[config.mk]
export PLATFORM = sky130hd
export DESIGN_NAME = mem_prog_ctrl_flat
export DESIGN_NICKNAME = d
export VERILOG_FILES = /design/src/rtl/mem_prog_ctrl_if.sv /design/src/rtl/mem_prog_ctrl.sv /design/src/flat_wrapper.sv
export SDC_FILE = /design/constraint.sdc
export NUM_CORES = 1
export LEC_CHECK = 0
export ABC_AREA = 1
export CORE_MARGIN = 10
export CORE_UTILIZATION = 44
export CTS_BUF_LIST = sky130_fd_sc_hd__clkbuf_4
export DETAILED_ROUTE_END_ITERATION = 6
export GPL_TIMING_DRIVEN = 0
export PLACE_DENSITY = 0.95
export SLEW_MARGIN = 20
export SYNTH_ARGS = -nofsm -noshare
export SYNTH_HDL_FRONTEND = slang
export SYNTH_SLANG_ARGS = --single-unit
[constraint.sdc]
create_clock -name clk -period 2.3 [get_ports clk]
set_input_delay 0.23 -clock clk [delete_from_list [all_inputs] [get_ports clk]]
set_output_delay 0.23 -clock clk [all_outputs]
set_load 0.1 [all_outputs]
[src/rtl/mem_prog_ctrl_if.sv]
// mem_prog_ctrl_if
// Command/response bus between the software register stage (master) and the
// memory programming / run controller (slave).
//   cmd_valid  : command present (master -> slave)
//   cmd_ready  : controller idle and able to accept (slave -> master)
//   cmd_op     : 0 NOP, 1 IMEM_WR, 2 DMEM_WR, 3 DMEM_RD, 4 RUN, 5 HALT, 6 STEP, 7 PC_RESET
//   cmd_addr   : I-mem word address; D-mem uses [7:0] and [8] must be 0
//   cmd_wdata  : write data; I-mem uses [31:0]
//   resp_valid : one-cycle completion pulse (slave -> master)
//   resp_err   : command rejected, qualified by resp_valid
//   resp_data  : D-mem read data for DMEM_RD, otherwise 0
interface mem_prog_ctrl_if;
    logic        cmd_valid;
    logic        cmd_ready;
    logic [2:0]  cmd_op;
    logic [8:0]  cmd_addr;
    logic [63:0] cmd_wdata;
    logic        resp_valid;
    logic        resp_err;
    logic [63:0] resp_data;

    modport master (
        output cmd_valid, cmd_op, cmd_addr, cmd_wdata,
        input  cmd_ready, resp_valid, resp_err, resp_data
    );

    modport slave (
        input  cmd_valid, cmd_op, cmd_addr, cmd_wdata,
        output cmd_ready, resp_valid, resp_err, resp_data
    );
endinterface

[src/rtl/mem_prog_ctrl.sv]
// mem_prog_ctrl
// Host-side programming and run controller. Takes one command at a time from
// the host bus, sequences the I-mem / D-mem programming strobes (honouring the
// one-cycle registered D-mem read latency), drives the pipeline run / step /
// pc-reset controls, and answers every accepted command with a single-cycle
// response carrying status and read data.
// Ports:
//   clk, reset         : clock, synchronous active-high reset
//   host               : command/response bus (slave side)
//   imem_prog_*        : I-mem programming port (write only)
//   dmem_prog_*        : D-mem port B (enable, write enable, address, data, rdata)
//   run                : level, pipeline free-runs while high
//   step               : high for exactly one cycle per STEP command
//   pc_reset_pulse     : one-cycle software PC reset
//   adv_count          : pipeline advances since reset or PC_RESET
module mem_prog_ctrl #(
    parameter int CNT_W = 32
) (
    input  logic               clk,
    input  logic               reset,
    mem_prog_ctrl_if.slave     host,
    output logic               imem_prog_we,
    output logic [8:0]         imem_prog_addr,
    output logic [31:0]        imem_prog_wdata,
    output logic               dmem_prog_en,
    output logic               dmem_prog_we,
    output logic [7:0]         dmem_prog_addr,
    output logic [63:0]        dmem_prog_wdata,
    input  logic [63:0]        dmem_prog_rdata,
    output logic               run,
    output logic               step,
    output logic               pc_reset_pulse,
    output logic [CNT_W-1:0]   adv_count
);

    typedef enum logic [3:0] {
        ST_IDLE    = 4'd0,
        ST_IMEM_WR = 4'd1,
        ST_DMEM_WR = 4'd2,
        ST_RD_EN   = 4'd3,
        ST_RD_CAP  = 4'd4,
        ST_STEP_HI = 4'd5,
        ST_STEP_LO = 4'd6,
        ST_PCRST   = 4'd7,
        ST_RESP    = 4'd8
    } state_t;

    localparam logic [2:0] OP_NOP      = 3'd0;
    localparam logic [2:0] OP_IMEM_WR  = 3'd1;
    localparam logic [2:0] OP_DMEM_WR  = 3'd2;
    localparam logic [2:0] OP_DMEM_RD  = 3'd3;
    localparam logic [2:0] OP_RUN      = 3'd4;
    localparam logic [2:0] OP_HALT     = 3'd5;
    localparam logic [2:0] OP_STEP     = 3'd6;
    localparam logic [2:0] OP_PC_RESET = 3'd7;

    state_t             state_r;
    state_t             state_nxt_s;
    logic [8:0]         addr_r;
    logic [63:0]        wdata_r;
    logic               imem_we_r,    imem_we_nxt_s;
    logic               dmem_en_r,    dmem_en_nxt_s;
    logic               dmem_we_r,    dmem_we_nxt_s;
    logic               run_r,        run_nxt_s;
    logic               step_r,       step_nxt_s;
    logic               pcrst_r,      pcrst_nxt_s;
    logic               resp_valid_r, resp_valid_nxt_s;
    logic               resp_err_r,   resp_err_nxt_s;
    logic [63:0]        resp_data_r,  resp_data_nxt_s;
    logic [CNT_W-1:0]   adv_count_r;
    logic               cnt_clr_s;
    logic               cnt_inc_s;
    logic               cmd_ready_s;
    logic               accept_s;
    logic               reject_s;

    // Ready is gated by reset so the host never sees ready while reset is held
    // and sees it immediately once reset drops with the FSM parked in IDLE.
    assign cmd_ready_s = (state_r == ST_IDLE) && !reset;
    assign accept_s    = host.cmd_valid && cmd_ready_s;

    // Rejection check on the live command; a rejected command issues no strobe.
    always_comb begin
        reject_s = 1'b0;
        case (host.cmd_op)
            OP_IMEM_WR: reject_s = run_r;
            OP_DMEM_WR: reject_s = run_r || host.cmd_addr[8];
            OP_DMEM_RD: reject_s = run_r || host.cmd_addr[8];
            OP_STEP:    reject_s = run_r;
            default:    reject_s = 1'b0;
        endcase
    end

    // Next-state and next-output decode; outputs are registered one edge later
    // so each strobe is high exactly while the FSM sits in its state.
    always_comb begin
        state_nxt_s      = state_r;
        imem_we_nxt_s    = 1'b0;
        dmem_en_nxt_s    = 1'b0;
        dmem_we_nxt_s    = 1'b0;
        run_nxt_s        = run_r;
        step_nxt_s       = 1'b0;
        pcrst_nxt_s      = 1'b0;
        resp_valid_nxt_s = 1'b0;
        resp_err_nxt_s   = 1'b0;
        resp_data_nxt_s  = 64'd0;
        cnt_clr_s        = 1'b0;
        case (state_r)
            ST_IDLE: begin
                if (accept_s) begin
                    if (reject_s) begin
                        state_nxt_s      = ST_RESP;
                        resp_valid_nxt_s = 1'b1;
                        resp_err_nxt_s   = 1'b1;
                    end else begin
                        case (host.cmd_op)
                            OP_IMEM_WR: begin
                                state_nxt_s   = ST_IMEM_WR;
                                imem_we_nxt_s = 1'b1;
                            end
                            OP_DMEM_WR: begin
                                state_nxt_s   = ST_DMEM_WR;
                                dmem_en_nxt_s = 1'b1;
                                dmem_we_nxt_s = 1'b1;
                            end
                            OP_DMEM_RD: begin
                                state_nxt_s   = ST_RD_EN;
                                dmem_en_nxt_s = 1'b1;
                            end
                            OP_STEP: begin
                                state_nxt_s = ST_STEP_HI;
                                step_nxt_s  = 1'b1;
                            end
                            OP_PC_RESET: begin
                                state_nxt_s = ST_PCRST;
                                pcrst_nxt_s = 1'b1;
                                run_nxt_s   = 1'b0;
                                cnt_clr_s   = 1'b1;
                            end
                            OP_RUN: begin
                                state_nxt_s      = ST_RESP;
                                run_nxt_s        = 1'b1;
                                resp_valid_nxt_s = 1'b1;
                            end
                            OP_HALT: begin
                                state_nxt_s      = ST_RESP;
                                run_nxt_s        = 1'b0;
                                resp_valid_nxt_s = 1'b1;
                            end
                            default: begin
                                state_nxt_s      = ST_RESP;
                                resp_valid_nxt_s = 1'b1;
                            end
                        endcase
                    end
                end else begin
                    state_nxt_s = ST_IDLE;
                end
            end
            ST_IMEM_WR, ST_DMEM_WR, ST_PCRST, ST_STEP_LO: begin
                state_nxt_s      = ST_RESP;
                resp_valid_nxt_s = 1'b1;
            end
            ST_RD_EN: begin
                state_nxt_s = ST_RD_CAP;
            end
            ST_RD_CAP: begin
                // Port B data for the RD_EN address is valid in this cycle.
                state_nxt_s      = ST_RESP;
                resp_valid_nxt_s = 1'b1;
                resp_data_nxt_s  = dmem_prog_rdata;
            end
            ST_STEP_HI: begin
                state_nxt_s = ST_STEP_LO;
            end
            ST_RESP: begin
                state_nxt_s = ST_IDLE;
            end
            default: begin
                state_nxt_s = ST_IDLE;
            end
        endcase
    end

    // One advance per running cycle or per step-high cycle; never both at once
    // because STEP is rejected while running.
    assign cnt_inc_s = run_r || step_r;

    // State, output and command registers.
    always_ff @(posedge clk) begin
        if (reset) begin
            state_r      <= ST_IDLE;
            addr_r       <= 9'd0;
            wdata_r      <= 64'd0;
            imem_we_r    <= 1'b0;
            dmem_en_r    <= 1'b0;
            dmem_we_r    <= 1'b0;
            run_r        <= 1'b0;
            step_r       <= 1'b0;
            pcrst_r      <= 1'b0;
            resp_valid_r <= 1'b0;
            resp_err_r   <= 1'b0;
            resp_data_r  <= 64'd0;
            adv_count_r  <= '0;
        end else begin
            state_r      <= state_nxt_s;
            imem_we_r    <= imem_we_nxt_s;
            dmem_en_r    <= dmem_en_nxt_s;
            dmem_we_r    <= dmem_we_nxt_s;
            run_r        <= run_nxt_s;
            step_r       <= step_nxt_s;
            pcrst_r      <= pcrst_nxt_s;
            resp_valid_r <= resp_valid_nxt_s;
            resp_err_r   <= resp_err_nxt_s;
            resp_data_r  <= resp_data_nxt_s;
            if (accept_s) begin
                addr_r  <= host.cmd_addr;
                wdata_r <= host.cmd_wdata;
            end else begin
                addr_r  <= addr_r;
                wdata_r <= wdata_r;
            end
            // Clear wins over a same-cycle increment.
            if (cnt_clr_s) begin
                adv_count_r <= '0;
            end else if (cnt_inc_s) begin
                adv_count_r <= adv_count_r + CNT_W'(1);
            end else begin
                adv_count_r <= adv_count_r;
            end
        end
    end

    assign host.cmd_ready  = cmd_ready_s;
    assign host.resp_valid = resp_valid_r;
    assign host.resp_err   = resp_err_r;
    assign host.resp_data  = resp_data_r;

    assign imem_prog_we    = imem_we_r;
    assign imem_prog_addr  = addr_r;
    assign imem_prog_wdata = wdata_r[31:0];
    assign dmem_prog_en    = dmem_en_r;
    assign dmem_prog_we    = dmem_we_r;
    assign dmem_prog_addr  = addr_r[7:0];
    assign dmem_prog_wdata = wdata_r;
    assign run             = run_r;
    assign step            = step_r;
    assign pc_reset_pulse  = pcrst_r;
    assign adv_count       = adv_count_r;

endmodule

[src/flat_wrapper.sv]
// flat-port wrapper written by rule: the top's interface ports become plain ports
module mem_prog_ctrl_flat 
#(
    parameter int CNT_W = 32
)
  (clk, reset, imem_prog_we, imem_prog_addr, imem_prog_wdata, dmem_prog_en, dmem_prog_we, dmem_prog_addr, dmem_prog_wdata, dmem_prog_rdata, run, step, pc_reset_pulse, adv_count, host_cmd_valid, host_cmd_op, host_cmd_addr, host_cmd_wdata, host_cmd_ready, host_resp_valid, host_resp_err, host_resp_data);
  mem_prog_ctrl_if host_i ();
  input  logic clk;
  input  logic reset;
  output logic imem_prog_we;
  output logic [8:0] imem_prog_addr;
  output logic [31:0] imem_prog_wdata;
  output logic dmem_prog_en;
  output logic dmem_prog_we;
  output logic [7:0] dmem_prog_addr;
  output logic [63:0] dmem_prog_wdata;
  input  logic [63:0] dmem_prog_rdata;
  output logic run;
  output logic step;
  output logic pc_reset_pulse;
  output logic [CNT_W-1:0] adv_count;
  input wire logic [$bits(host_i.cmd_valid)-1:0] host_cmd_valid;
  input wire logic [$bits(host_i.cmd_op)-1:0] host_cmd_op;
  input wire logic [$bits(host_i.cmd_addr)-1:0] host_cmd_addr;
  input wire logic [$bits(host_i.cmd_wdata)-1:0] host_cmd_wdata;
  output wire logic [$bits(host_i.cmd_ready)-1:0] host_cmd_ready;
  output wire logic [$bits(host_i.resp_valid)-1:0] host_resp_valid;
  output wire logic [$bits(host_i.resp_err)-1:0] host_resp_err;
  output wire logic [$bits(host_i.resp_data)-1:0] host_resp_data;
  assign host_i.cmd_valid = host_cmd_valid;
  assign host_i.cmd_op = host_cmd_op;
  assign host_i.cmd_addr = host_cmd_addr;
  assign host_i.cmd_wdata = host_cmd_wdata;
  assign host_cmd_ready = host_i.cmd_ready;
  assign host_resp_valid = host_i.resp_valid;
  assign host_resp_err = host_i.resp_err;
  assign host_resp_data = host_i.resp_data;
  mem_prog_ctrl #(.CNT_W(CNT_W)) u_core (.clk(clk), .reset(reset), .host(host_i), .imem_prog_we(imem_prog_we), .imem_prog_addr(imem_prog_addr), .imem_prog_wdata(imem_prog_wdata), .dmem_prog_en(dmem_prog_en), .dmem_prog_we(dmem_prog_we), .dmem_prog_addr(dmem_prog_addr), .dmem_prog_wdata(dmem_prog_wdata), .dmem_prog_rdata(dmem_prog_rdata), .run(run), .step(step), .pc_reset_pulse(pc_reset_pulse), .adv_count(adv_count));
endmodule
==> impl_metrics.py, run 1 <==
metrics = {
    "logic_synthesis": {
        "synth_cells": 872,
        "synth_compound_area_share_pct": 7.96,
        "ys_seq_elements": 181,
        "syn_avg_cell_area_um2": 7.77,
        "synth_area_um2": 6770,
        "synthXorXnorAreaFrac_pct": 1.55,
        "synth.distinct_cells": 32,
        "synth_nets": 1016,
        "synth_adder_area_share_pct": 0.185,
        "synth_top_area_share_pct": 53.5,
        "yosysWarnings": 0,
        "yosys.area.top_type": "dfxtp_1",
        "synth_seq_area_share_pct": 53.5,
        "muxShareOfSynthArea_pct": 0,
        "synth_simple_gate_area_share_pct": 24.0,
        "synthTopCellsByArea": "dfxtp_1 54%, nor2_1 14%, inv_1 5.9%, o21ai_0 5.8%, buf_4 4.7%",
        "synth_top_family_by_area": "simple AND/OR/NAND/NOR gates",
    },
    "cells_and_area": {
        "final_nets": 1395,
        "num_antenna_cells": 0,
        "ff_latch_area_um2": 3620,
        "layout-drive-gt1-share_pct": 9.02,
        "fillCellCount": 1172,
        "area_growth_pct": 57.9,
        "multi_input_comb_area_um2": 2280,
        "instances_no_fill": 1452,
        "design_area_um2": 10700,
    },
    "placed_design": {
        "dp_hpwl_um": 21500,
        "gp_congestion": 0.912,
        "numPortBuffers": 359,
        "dp_cells": 1419,
        "place_area_um2": 10600,
    },
    "drt": {
        "drtPass1Iterations": 6,
        "vias_per_cell": 4.85,
        "vias": 7039,
        "drt_iter0_markers": 276,
        "drc": 0,
        "routed_wl_um": 26300,
        "ant_nets": 0,
        "avgRoutedWirePerCell_um": 18.1,
    },
    "timing": {
        "fin_crit_sh_pct": 94.9,
        "clock_skew_ps": 27.7,
        "hold_viol": 0,
        "slew_headroom_pct": 27.9,
        "min_period_ps": 2180,
        "setup_violations": 0,
        "rsz0062_at_grt": "false",
        "maxSlewViolCount": 0,
        "whs_ps": 176,
        "fmax_ghz": 0.458,
        "worst_pin_slew_ps": 1090,
    },
    "pwr": {
        "p_int_uw": 4710,
        "total_power_uw": 7650,
        "p_per_area_nw_per_um2": 716,
        "seqPwrFrac_pct": 43.6,
        "total_leakage_power_uw": 0.00552,
        "switching_power_uw": 2950,
        "vdd_drop_max_uv": 668,
        "combPwrFrac_pct": 29.4,
        "p_clk_share_pct": 27.0,
        "switching_share_pct": 38.5,
    },
    "clock_tree": {
        "cts_sinks": 181,
        "htreeDepth": 4,
        "cts_buffers": 17,
        "cts_tree": "done",
        "clkLatencyLatePin_ps": 560,
        "cts-root-buf": "clkbuf_4",
        "clk_pin_slew_ps": 170,
        "cts_setup_buffers": 0,
        "clockBufferDepth": 2,
    },
    "setup_path": {
        "crit_start": "u_core.imem_prog_addr[0]",
        "r2r_end": "u_core.adv_count[14]",
        "endpoint": "imem_prog_addr[0]",
        "crit_required_ps": 2070,
        "reg2regPathDepth": 8,
        "cp_data_arrival_time_ps": 1950,
        "crit_path_start_kind": "flip-flop",
        "critPathKind": "flip-flop to primary output",
        "crit_chain": "buf_4, clkdlybuf4s15_1",
        "end_kind": "primary output",
        "worstReg2RegStart": "u_core.adv_count[1]",
        "slowest_stage": "clkdlybuf4s15_1",
        "max_stage_delay_ps": 810,
        "rrSetupSlack_ps": 560,
        "worstPathMaxFanout": 3,
    },
    "floorplanning": {
        "start_util_pct": 44.7,
        "placeableCoreArea_um2": 15100,
        "die_h_um": 144,
        "rows": 45,
        "num_io_pins": 361,
        "dieWidth_um": 144,
        "die_area_um2": 20800,
    },
    "job": {
        "cap_violations": 0,
    },
    "grt": {
        "grt_pass1_wl_um": 38100,
        "antenna_found_initial": 0,
        "grt_overflow": 0,
        "grt_max_degree": 18,
        "grt_usage_pct": 23.9,
        "grt_pass1_vias": 7076,
    },
    "run_status": {
        "status": "completed",
    },
    "min_path": {
        "worstHoldPathType": "input port to flip-flop",
    },
}
## state kept, by name (all words and copies together) (netlist names)
signal / count
u_core.adv_count: 32
u_core.dmem_prog_en: 1
u_core.dmem_prog_wdata: 64
u_core.dmem_prog_we: 1
u_core.host.resp_data: 64
u_core.host.resp_err: 1
u_core.host.resp_valid: 1
u_core.imem_prog_addr: 9
u_core.imem_prog_we: 1
u_core.pc_reset_pulse: 1
u_core.run: 1
u_core.state_r: 4
u_core.step: 1
## worst min-delay path by stage
stage	startpoint	end	slack, ps	cells past startpoint
3_3_place_gp	u_core.state_r[3]	u_core.state_r[0]	430	1
3_5_place_dp	u_core.state_r[3]	u_core.state_r[0]	420	1
4_1_cts	dmem_prog_rdata[9]	u_core.host.resp_data[9]	120	3
6_report	dmem_prog_rdata[38]	u_core.host.resp_data[38]	180	3
2_1_floorplan	reset	u_core.host.resp_valid	300	1
5_1_grt	dmem_prog_rdata[38]	u_core.host.resp_data[38]	100	3
## Yosys cell counts
cell type,n
buf_2,9
clkbuf_1,19
nand2_1,77
buf_6,2
a21oi_2,6
inv_2,2
nand3b_1,3
nor4_1,1
inv_1,107
or2_2,4
o21bai_1,1
nand3_1,20
nand2_2,1
nor3b_1,2
nor3_1,10
nor2_1,256
buf_4,42
a31oi_1,1
o21ai_0,79
ha_1,1
nor3_2,1
nand2_4,1
nor2_2,10
a211oi_1,1
o211ai_1,2
a21oi_1,11
nor2_4,2
xnor2_1,5
dfxtp_1,181
nand4_1,7
buf_1,1
xor2_1,7
## metrics by stage
step	util [%]	TNS [ps]	worst slack, ps
after floorplan	-	0	3.20
after global placement	70.0	-279	-279
after detailed placement	70.0	-286	-286
after CTS	70.5	0	2.30
after global routing	70.6	0	9.09
final	70.6	0	116
## area by class of cell
| type | count | share of cell area, % |
|---|---|---|
| Clock buffer | 17 | 1.19 |
| Multi-Input combinational cell | 509 | 21.3 |
| Inverter | 109 | 3.83 |
| Tap cell | 188 | 2.20 |
| Sequential cell | 181 | 33.9 |
| Buffer | 73 | 4.28 |
| Clock inverter | 15 | 1.97 |
| Timing Repair Buffer | 360 | 31.3 |
## cell usage in the layout (no fill, tap or decap), drive strengths merged
master	count
xnor2	5
clkdlybuf4s15	6
inv	117
nor2	268
nand3b	3
clkinv	3
dlygate4sd3	1
bufinv	4
nand3	20
nor4	1
ha	1
clkbuf	36
o21ai	79
dlygate4sd2	210
a31oi	1
a21oi	17
dfxtp	181
dlymetal6s2s	2
buf	54
a211oi	1
xor2	7
or2	4
clkdlybuf4s50	141
nand2	79
nor3b	2
o21bai	1
o211ai	2
nand4	7
nor3	11
## metal layers
layer  global-route usage, %  up-vias  wire [µm]  part of all wire [%]
met4                    9.19        0        893                   3.4
met2                    45.0      349      13900                    53
li1                        -     3387          -                     -
met3                    9.35       54       2850                    11
met1                    22.7     3249       8710                    33
met5                       0        -          0                     0
## worst max-delay path, delay by kind of cell, from the launching register on
kind                   cells  cell delay (ps)
buffers and inverters      2              950
flip-flops                 1              450
## repair_timing
| item | CTS | global route |
|---|---|---|
| hold endpoints to repair | 3 | 0 |
| gates resized for setup | 218 | 7 |
| endpoints found under the setup margin | 216 | 7 |
| hold buffers | 1 | 0 |
## cell families after synthesis
logic type | count (synthesis)
AO/OA/AOI/OAI | 101
XOR/XNOR | 12
adder cells (fa/ha/maj) | 1
buffers and inverters | 182
flip-flops | 181
AND/OR/NAND/NOR | 395
## power groups by stage
stage | sequential (µW) | combinational (µW) | clock (µW)
2_1_floorplan | 4250 | 812 | 0
3_3_place_gp | 3410 | 2330 | 0
6_report | 3340 | 2250 | 2060
4_1_cts | 3340 | 2260 | 2090
3_5_place_dp | 3410 | 2370 | 0
5_1_grt | 3360 | 2340 | 2210
No activity file was read; power rests on OpenSTA's default activity.
==> inputs of run 2 (changes only) <==
- CORE_UTILIZATION: 44 -> 40
- DONT_BUFFER_PORTS: not set -> 1
- PLACE_DENSITY: 0.95 -> 0.63
==> run 2 against run 1 <==
Compared with the run above:
- cell count down 13%
- count of clock-buffer cells in the layout unchanged
- worst hold slack worse by 100 ps
- critical path type is now flip-flop to flip-flop
==> impl_metrics.py, run 2 (same netlist as run 1, synthesis figures left out) <==
metrics = {
    "pwr": {
        "switching_power_uw": 3010,
        "combPwrFrac_pct": 15.4,
        "total_leakage_power_uw": 0.00386,
        "p_int_uw": 4240,
        "switching_share_pct": 41.5,
        "p_clk_share_pct": 25.8,
        "seqPwrFrac_pct": 58.7,
        "p_per_area_nw_per_um2": 816,
        "vdd_drop_max_uv": 503,
    },
    "placed_design": {
        "pre_cts_ws_ps": -219,
        "numPortBuffers": 0,
        "gp_congestion": 0.824,
        "dp_hpwl_um": 17300,
        "place_area_um2": 7050,
    },
    "floorplanning": {
        "die_area_um2": 22500,
        "placeableCoreArea_um2": 16600,
        "rows": 47,
        "num_io_pins": 361,
        "die_h_um": 150,
        "dieWidth_um": 150,
        "start_util_pct": 40.8,
    },
    "timing": {
        "whs_ps": 72.0,
        "fin_crit_sh_pct": 93.5,
        "hold_viol": 0,
        "fmax_ghz": 0.465,
        "clock_skew_ps": 28.4,
        "worst_pin_slew_ps": 1110,
        "setup_violations": 0,
        "fin_setup_tns_ps": 0,
        "layout_setup_ws_ps": 149,
        "rsz0062_at_grt": "false",
        "slew_headroom_pct": 25.8,
        "min_period_ps": 2150,
        "maxSlewViolCount": 0,
    },
    "clock_tree": {
        "clkLatencyLatePin_ps": 560,
        "cts_sinks": 181,
        "cts_tree": "done",
        "htreeDepth": 4,
        "clockBufferDepth": 2,
        "cts_buffers": 17,
        "clk_pin_slew_ps": 160,
        "cts-root-buf": "clkbuf_4",
        "cts_setup_buffers": 0,
    },
    "setup_path": {
        "crit_path_start_kind": "flip-flop",
        "end_kind": "flip-flop",
        "slowest_stage": "dfxtp_1",
        "worstPathMaxFanout": 5,
        "r2r_end": "u_core.adv_count[31]",
        "reg2regPathDepth": 6,
        "rrSetupSlack_ps": 150,
        "critPathKind": "flip-flop to flip-flop",
        "max_stage_delay_ps": 1090,
        "worstReg2RegStart": "u_core.adv_count[26]",
        "path_common_cell": "nor2_1",
        "crit_chain": "nand2_1, nand3b_1, nor2_1, nand3_1, o21ai_0, nor2_1",
        "crit_required_ps": 2760,
        "cp_data_arrival_time_ps": 2610,
    },
    "cells_and_area": {
        "ff_latch_area_um2": 3710,
        "design_area_um2": 8880,
        "fillCellCount": 1466,
        "layout-drive-gt1-share_pct": 17.0,
        "final_cell_mix": "256 x nor2_1, 142 x dlygate4sd3_1, 116 x dfxtp_1",
        "final_nets": 1177,
        "multi_input_comb_area_um2": 2280,
        "layout_commonest_cell": "nor2_1",
        "area_growth_pct": 31.1,
    },
    "job": {
        "cap_violations": 0,
    },
    "drt": {
        "drc": 0,
        "vias": 6072,
        "drtPass1Iterations": 5,
        "routed_wl_um": 24000,
        "drt_iter0_markers": 210,
        "vias_per_cell": 4.78,
        "avgRoutedWirePerCell_um": 18.9,
        "ant_nets": 0,
    },
    "grt": {
        "grt_usage_pct": 20.2,
        "grt_pass1_wl_um": 35500,
        "grt_pass1_vias": 6093,
        "grt_overflow": 0,
        "antenna_found_initial": 4,
        "grt_max_degree": 20,
    },
    "run_status": {
        "status": "completed",
    },
    "min_path": {
        "hold_end": "u_core.state_r[2]",
        "hp-start": "host_cmd_op[0]",
        "worstHoldPathType": "input port to flip-flop",
        "whs_path_depth": 4,
    },
}
[run 2: layer usage]
metal  track usage [%]  up-vias  wire length [µm]
li1                  -     2957                 -
met1              21.4     2779              8880
met2              35.0      314             12000
met3              9.27       22              2610
met4              6.61        0               463
met5                 0        -                 0
[run 2: worst max path at each step]
| stage | startpoint | endpoint | cells after the start |
|---|---|---|---|
| 2_1_floorplan | u_core.adv_count[1] | u_core.adv_count[8] | 8 |
| 3_3_place_gp | u_core.adv_count[1] | u_core.adv_count[20] | 8 |
| 3_5_place_dp | u_core.adv_count[1] | u_core.adv_count[16] | 8 |
| 4_1_cts | u_core.dmem_prog_wdata[20] | imem_prog_wdata[20] | 1 |
| 5_1_grt | u_core.state_r[1] | u_core.state_r[0] | 8 |
| 6_report | u_core.adv_count[26] | u_core.adv_count[31] | 6 |
[run 2: metrics by stage]
stage               std cells  power [µW]  utilization [%]
floorplan                 872        5060                -
global placement         1092        5200             42.5
detailed placement       1092        5210             42.5
CTS                      1266        7290             53.3
global route             1270        7520             53.5
finish                   1270        7240             53.5
[run 2: cell type report]
cell class	instances	share of cell area, %
Clock buffer	17	1.44
Buffer	73	5.21
Multi-Input combinational cell	509	25.7
Inverter	109	4.64
Sequential cell	181	41.8
Clock inverter	15	2.01
Tap cell	220	3.10
Timing Repair Buffer	142	16.0
Antenna cell	4	0.113
[run 2: timing repair]
item | 4_1_cts | 5_1_grt
resized for setup | 45 | 27
hold endpoints to repair | 161 | 0
pin swaps | 0 | 3
hold buffers | 142 | 0
endpoints found under the setup margin | 51 | 48
[run 2: critical path, delay by kind of cell (launching register included)]
kind | cells | cell delay (ps)
flip-flops | 1 | 1090
AO/OA/AOI/OAI | 1 | 190
AND/OR/NAND/NOR | 5 | 770
[run 2: power by group through the flow]
stage / logic (µW) / clock network (µW) / registers (µW)
3_5_place_dp: 902 / 0 / 4310
6_report: 1120 / 1870 / 4250
2_1_floorplan: 812 / 0 / 4250
4_1_cts: 1100 / 1930 / 4260
3_3_place_gp: 894 / 0 / 4310
5_1_grt: 1200 / 2050 / 4270
